===== src/rtl/key_debounce_sync.sv =====
// key_debounce_sync
//   Conditions raw push-button pins into clean per-key signals for the
//   downstream press filter. Each key is synchronised into CLK, normalised to
//   active-high, debounced with a stability counter, and turned into
//   single-cycle press/release pulses plus auto-repeat pulses while held.
//
// Ports
//   CLK      in   system clock, all logic on posedge
//   RESET    in   synchronous active-high reset
//   KEY_RAW  in   [NKEYS] asynchronous raw key pins
//   LEVEL    out  [NKEYS] debounced key state, 1 = pressed
//   PRESS    out  [NKEYS] one-cycle pulse on LEVEL 0->1
//   RELEASE  out  [NKEYS] one-cycle pulse on LEVEL 1->0
//   REPEAT   out  [NKEYS] one-cycle auto-repeat pulse while held
module key_debounce_sync #(
  parameter int unsigned NKEYS      = 4,
  parameter bit          ACTIVE_LOW = 1'b1,
  parameter logic [22:0] STABLE     = 23'd499999,
  parameter logic [25:0] HOLD       = 26'd24999999,
  parameter logic [25:0] RATE       = 26'd4999999
) (
  input  logic             CLK,
  input  logic             RESET,
  input  logic [NKEYS-1:0] KEY_RAW,
  output logic [NKEYS-1:0] LEVEL,
  output logic [NKEYS-1:0] PRESS,
  output logic [NKEYS-1:0] RELEASE,
  output logic [NKEYS-1:0] REPEAT
);

  typedef enum logic [1:0] {
    IDLE  = 2'd0,
    DELAY = 2'd1,
    RPT   = 2'd2
  } state_e;

  for (genvar g = 0; g < NKEYS; g++) begin : g_key
    logic        sync1_q, sync1_d;
    logic        sync2_q, sync2_d;
    logic        level_q, level_d;
    logic        press_q, press_d;
    logic        release_q, release_d;
    logic        repeat_q, repeat_d;
    logic [22:0] dcnt_q, dcnt_d;
    logic [25:0] rcnt_q, rcnt_d;
    state_e      state_q, state_d;
    logic        norm;

    always_comb begin
      sync1_d   = KEY_RAW[g];
      sync2_d   = sync1_q;
      norm      = sync2_q ^ ACTIVE_LOW;
      level_d   = level_q;
      press_d   = 1'b0;
      release_d = 1'b0;
      repeat_d  = 1'b0;
      dcnt_d    = dcnt_q;
      rcnt_d    = rcnt_q;
      state_d   = state_q;

      // Any sample matching the current level restarts the stability count.
      if (norm == level_q) begin
        dcnt_d = '0;
      end else if (dcnt_q == STABLE) begin
        level_d   = norm;
        dcnt_d    = '0;
        press_d   = norm;
        release_d = ~norm;
      end else begin
        dcnt_d = dcnt_q + 23'd1;
      end

      // The repeat FSM keys off the next LEVEL so that the release cycle itself
      // already forces IDLE and suppresses a coincident repeat expiry, and the
      // HOLD count starts on the same edge that raises PRESS.
      if (!level_d) begin
        state_d = IDLE;
        rcnt_d  = '0;
      end else begin
        unique case (state_q)
          IDLE: begin
            if (press_d) begin
              rcnt_d  = HOLD;
              state_d = DELAY;
            end
          end
          DELAY: begin
            if (rcnt_q == '0) begin
              if (RATE != '0) begin
                repeat_d = 1'b1;
                rcnt_d   = RATE;
                state_d  = RPT;
              end
            end else begin
              rcnt_d = rcnt_q - 26'd1;
            end
          end
          RPT: begin
            if (rcnt_q == '0) begin
              repeat_d = 1'b1;
              rcnt_d   = RATE;
            end else begin
              rcnt_d = rcnt_q - 26'd1;
            end
          end
          default: begin
            state_d = IDLE;
            rcnt_d  = '0;
          end
        endcase
      end
    end

    always_ff @(posedge CLK) begin
      if (RESET) begin
        sync1_q   <= ACTIVE_LOW;
        sync2_q   <= ACTIVE_LOW;
        level_q   <= 1'b0;
        press_q   <= 1'b0;
        release_q <= 1'b0;
        repeat_q  <= 1'b0;
        dcnt_q    <= '0;
        rcnt_q    <= '0;
        state_q   <= IDLE;
      end else begin
        sync1_q   <= sync1_d;
        sync2_q   <= sync2_d;
        level_q   <= level_d;
        press_q   <= press_d;
        release_q <= release_d;
        repeat_q  <= repeat_d;
        dcnt_q    <= dcnt_d;
        rcnt_q    <= rcnt_d;
        state_q   <= state_d;
      end
    end

    assign LEVEL[g]   = level_q;
    assign PRESS[g]   = press_q;
    assign RELEASE[g] = release_q;
    assign REPEAT[g]  = repeat_q;
  end

endmodule


===== config.mk =====
export PLATFORM = sky130hd
export DESIGN_NAME = key_debounce_sync
export DESIGN_NICKNAME = d
export VERILOG_FILES = /design/src/rtl/key_debounce_sync.sv
export SDC_FILE = /design/constraint.sdc
export NUM_CORES = 1
export LEC_CHECK = 0
export ABC_AREA = 1
export BUFFER_PORTS_ARGS = -buffer_cell sky130_fd_sc_hd__buf_2
export CAP_MARGIN = 10
export CORE_UTILIZATION = 55
export CTS_CLUSTER_SIZE = 25
export DETAILED_ROUTE_END_ITERATION = 6
export PLACE_DENSITY = 0.71
export SETUP_SLACK_MARGIN = 0.1
export SLEW_MARGIN = 10
export SYNTH_ARGS = -nofsm -noshare
export SYNTH_HDL_FRONTEND = slang
export SYNTH_SLANG_ARGS = --single-unit

===== constraint.sdc =====
create_clock -name CLK -period 4 [get_ports CLK]
set_input_delay 0.6 -clock CLK [delete_from_list [all_inputs] [get_ports CLK]]
set_output_delay 0.6 -clock CLK [all_outputs]
set_load 0.05 [all_outputs]

After elaboration in Yosys (flattened, before gate mapping)
Cells that the tools add are included.
{ "op_classes": {"addsub": 8, "mul": 0, "n_div": 0, "magnitude_cmp": 0, "eq_ne": 24, "n_shift": 0, "muxes": 44, "bitwise": 20, "reduce_logical": 32} }
{ "ops": {"columns": ["operator", "n"], "rows": [
  ["$mux 26", 8],
  ["$pmux 26 s2", 4],
  ["$logic_not 26->1", 4],
  ["$sub 26x1->26 const B", 4],
  ["$add 23x1->23 const B", 4],
  ["$eq 23x19->1 const B", 4],
  ["$reduce_or 3->1", 12],
  ["$pmux 2 s3", 4],
  ["$mux 1", 20],
  ["$not 1->1", 20],
  ["$mux 2", 8],
  ["$ne 2x2->1 const B", 8],
  ["$reduce_or 2->1", 8],
  ["$reduce_and 3->1", 4],
  ["$eq 2x1->1 const B", 4],
  ["$eq 2x2->1 const B", 4],
  ["$logic_not 2->1", 4],
  ["$eq 1x1->1", 4]
]} }
{ "word_totals": {"ff_bits": 228, "latchBits": 0, "ramBits": 0, "romBits": 0, "input_bits": 6, "out_inout_bits": 16, "wordCells": 164, "mem_count": 0} }

Depth between registers and ports, before layout
{ "logic_depth": {"depth_word": 5, "depth_mapped": 12, "mapped_depth_nobuf": 12} }

Least setup slack after synthesis
OpenSTA, ideal clock, no wires.
{ "synth_path": {"kind": "reg2reg", "from": "reg g_key[0].state_q[0]", "to": "reg g_key[0].rcnt_q[15]", "setup_time_ps": 78, "arrival_time_ps": 1666, "t_required_ps": 3922, "path_slack_ps": 2256, "stages_incl_launch_ff": 10, "path_buffers": 1, "period_less_slack_ps": 1744, "cell_sequence": "dfxtp_1 > inv_1 > ha_1 > clkbuf_1 > inv_1 > nor2_2 > nand2_1 > nand2_1 > nand2_1 > nor3_1"} }
{ "synth_between": {"elab_chain_cells": 3, "word_cells_on_any_way": 6, "classes_between": "eq/ne (3); mux (1); reduce/logical (2)"} }
{ "synth_rtl": {"columns": ["element", "line_no", "rtl"], "rows": [
  ["start, declared", "46", "state_e state_q, state_d;"],
  ["start signal, assigned", "134", "state_q <= state_d;"],
  ["$eq 2x2->1 or $eq 2x1->1 (tied branches)", "80", "unique case (state_q)"],
  ["$reduce_or 2->1 (no line)", null, null],
  ["$pmux 26 s2", "80", null],
  ["end signal, assigned", "133", "rcnt_q <= rcnt_d;"],
  ["end, declared", "45", "logic [25:0] rcnt_q, rcnt_d;"]
]} }
Parallel ways exist; a longest one is shown, timed or not.
A chain may end at the register's enable or synchronous reset.

Worst setup path after layout
{ "layout_path": {"from": "reg g_key[3].dcnt_q[0]", "to": "reg g_key[3].rcnt_q[7]"} }
{ "layout_between": {"elab_chain_cells": 5, "word_cells_on_any_way": 8, "classes_between": "eq/ne (2); mux (4); bitwise (1); reduce/logical (1)"} }
{ "layout_rtl": {"columns": ["element", "line_no", "rtl"], "rows": [
  ["start, declared", "44", "logic [22:0] dcnt_q, dcnt_d;"],
  ["start signal, assigned", "132", "dcnt_q <= dcnt_d;"],
  ["$eq 23x19->1 *", "64", "end else if (dcnt_q == STABLE) begin"],
  ["$mux 1", "64", null],
  ["$mux 1", "62", "if (norm == level_q) begin"],
  ["$not 1->1 (no line)", null, null],
  ["$reduce_or 2->1 (no line)", null, null],
  ["end signal, assigned", "133", null],
  ["end, declared", "45", null]
]} }
Mark *: on every way between the ends. The rest lies on a longest branch, timed or not.

==> key figures <==
Flow run
  – Max Cap Violations: 0

Global route
  – First-pass GRT wire length: 49900 um
  – Vias in the first global route: 11.0k
  – Total GRT Usage: 24.0%
  – Initial antenna violation count: 0
  – Largest net degree at the start of global routing: 24
  – Total grt overflow: 0

Synth
  – Ys flop type: dfxtp_1
  – Post-synthesis register bit count: 228
  – Syn Area/Cell: 6.54 um2
  – Yosys warning count: 0
  – Post-synth EDFFs: 0
  – Ys async rst share: 0%
  – Register area share after synthesis: 34.8%
  – Top-count cell post-synth: nand2_1
  – Yosys top cell area share: 34.8%
  – Yosys cell types: 49
  – Synth area leaders: dfxtp_1, nand2_1, nor2_1
  – Net Count, Synth: 2040
  – Mapped Area: 13100 um2
  – List of most frequent post-synthesis cells: nand2_1, nor2_1, dfxtp_1
  – Post-synth top area cell: dfxtp_1
  – Post-Synthesis Cells: 2006

Placed design
  – Final Wtd Congestion: 0.922
  – Port Buffers: 21
  – Post-DP HPWL: 20900 um
  – Inst Count DP: 2291

Worst setup path
  – Max stage delay on crit path: 0.58 ns
  – CP max stage cell: nand2_1
  – CP endpoint kind: flip-flop
  – Largest fanout on the critical path: 21
  – CP Launch Type: flip-flop
  – Critical path type: flip-flop to flip-flop
  – R2R Setup Slk: 1.44 ns
  – CP cell instances: ha_1, nand2_1, nor2_1, nand2_1, nor2_2, nand3_2, nand2_1, nand2_1, nand2_1, a21oi_1
  – Worst EP arrival: 2.97 ns
  – CP required: 4.41 ns
  – Most frequent CP cell: nand2_1

Clock network
  – Root buffer cell: clkbuf_16
  – Post-CTS setup repair buffer count: 0
  – Post-CTS sizing: 0
  – Clock tree buffer depth: 3
  – Clock sinks: 228
  – CTS tree: yes
  – Post-CTS Hold Buffers: 0
  – Clock transition at the registers of the reported paths: 0.06 ns
  – Worst skew pair latency: 0.53 ns
  – TritonCTS buffer count: 26
  – H-tree level count: 1

Floorplan
  – DIE AREA: 24500 um2
  – Initial core utilization: 55.9%
  – Die Wd: 156 um
  – Die H: 156 um
  – Boundary pin count: 22
  – Core Box Area: 23500 um2
  – Num rows: 56

STA
  – Fmax: 0.390 GHz
  – Measured slew at the worst slew-check pin: 0.859 ns
  – Post-route clock period utilization: 64.1%
  – Final setup viols: 0
  – Skew final: 0.0172 ns
  – RSZ-0062 raised after global routing: false
  – Final Max Tran Viols: 0
  – Post-Route Setup TNS: 0 ns
  – Period minus WS final: 2.56 ns
  – Slew headroom: 42.8%
  – Hold Vio Cnt, Final: 0

Outcome
  – Run status: complete, no violations

Power
  – Leak: 5.51 nW
  – Peak VDD IR: 0.000292 V
  – Total power: 4.72 mW
  – PwrDens: 332 nW/um2

Finish
  – Final std cells w/o fill: 2337
  – Share of cells above drive strength 1: 9.37%
  – # diodes: 0
  – NumNets Final: 2034
  – P&R area growth vs syn: 8.06%

Routing
  – Final WL: 28900 um
  – Drt pass-1 iters: 5
  – First DRT Iteration DRCs: 738
  – Routed Antenna Nets: 0
  – Residual DRC count: 0
  – Vias per cell: 5.17
  – DR WL/cell: 12.4 um
  – Via count: 12.1k

Min path
  – Hold Crit Class: input port to flip-flop
-- layout by cell type, fill, tap and decap left out, drive strengths merged, types with 2 or more instances in the layout --
| cell | instances |
|---|---|
| clkbuf | 40 |
| o21a | 2 |
| nand3 | 162 |
| ha | 28 |
| nand2 | 559 |
| clkinv | 3 |
| a21o | 2 |
| nor2 | 346 |
| buf | 25 |
| nor3 | 47 |
| o211ai | 2 |
| a21oi | 138 |
| nor4 | 12 |
| nor3b | 13 |
| and3 | 2 |
| nand3b | 7 |
| xnor2 | 18 |
| and2 | 3 |
| nand4 | 35 |
| xor2 | 39 |
| inv | 218 |
| o21ai | 53 |
| dfxtp | 228 |
| or2 | 17 |
| o21bai | 8 |
| clkinvlp | 3 |
| a31oi | 4 |
-- report_power, final --
| group | switching, mW | internal, mW | total, mW |
|---|---|---|---|
| clock network | 0.934 | 1.47 | 2.41 |
| registers | 0.00315 | 2.28 | 2.28 |
| logic | 0.0206 | 0.00890 | 0.0295 |
| total | 0.958 | 3.76 | 4.72 |
-- kinds of logic (layout without fill, tap and decap cells) --
kind of cell,after synthesis,in the layout,synth area share [%]
buffers and inverters,278,290,9.05
and+or+nand+nor,1203,1203,40.2
DFF,228,228,34.8
adders and majority gates,28,28,2.67
xor gates and xnor gates,57,57,3.80
AOI/OAI and AO/OA,212,212,9.49
-- sequential cells by signal, summed over array words and instances (netlist names) --
signal	flops
g_key.sync1_q	4
g_key.press_q	4
g_key.repeat_q	4
g_key.dcnt_q	92
g_key.level_q	4
g_key.rcnt_q	104
g_key.sync2_q	4
g_key.release_q	4
g_key.state_q	8
-- routing by layer --
metal  GRT usage [%]  up-vias  wire length, um
met1            33.0     5437            14300
met3            2.91       51             1160
met5               0        -                0
li1                -     6374                -
met4            5.84        0              596
met2            39.9      224            12800
-- final timing paths --
path,startpoint,to,cells past startpoint
min,KEY_RAW[3],g_key[3].sync1_q$_SDFF_PP1_,2
max reg2reg,g_key[3].dcnt_q[0]$_SDFF_PP0_,g_key[3].rcnt_q[7]$_SDFFE_PP0P_,10
max,g_key[3].dcnt_q[0]$_SDFF_PP0_,g_key[3].rcnt_q[7]$_SDFFE_PP0P_,10
min reg2reg,g_key[3].sync1_q$_SDFF_PP1_,g_key[3].sync2_q$_SDFF_PP1_,1
-- final cells by class --
class	count	area, um2
multi-input combinational	1500	7370
sequential	228	4560
clock buffer	40	825
fill	2268	9290
inverter	219	825
timing repair buffer	25	135
tap	319	399
clock inverter	6	62.6
-- stage by stage --
stage	area [um2]	utilization (%)	setup slack (ns)	hold WS, ns
3_5_place_dp	13300	56.7	1.44	0.396
5_1_grt	14200	60.4	1.09	0.285
6_report	14200	60.4	1.44	0.290
2_1_floorplan	13100	-	2.26	0.389
4_1_cts	14200	60.4	1.42	0.269
3_3_place_gp	13300	56.7	1.50	0.390
-- worst max-delay path, delay by kind of cell (launching register included) --
family,cells,cell delay (ns)
and+or+nand+nor,8,1.83
DFF,1,0.36
adders and majority gates,1,0.21
AOI/OAI and AO/OA,1,0.05
Note: power is estimated with default switching activity, not from simulation.
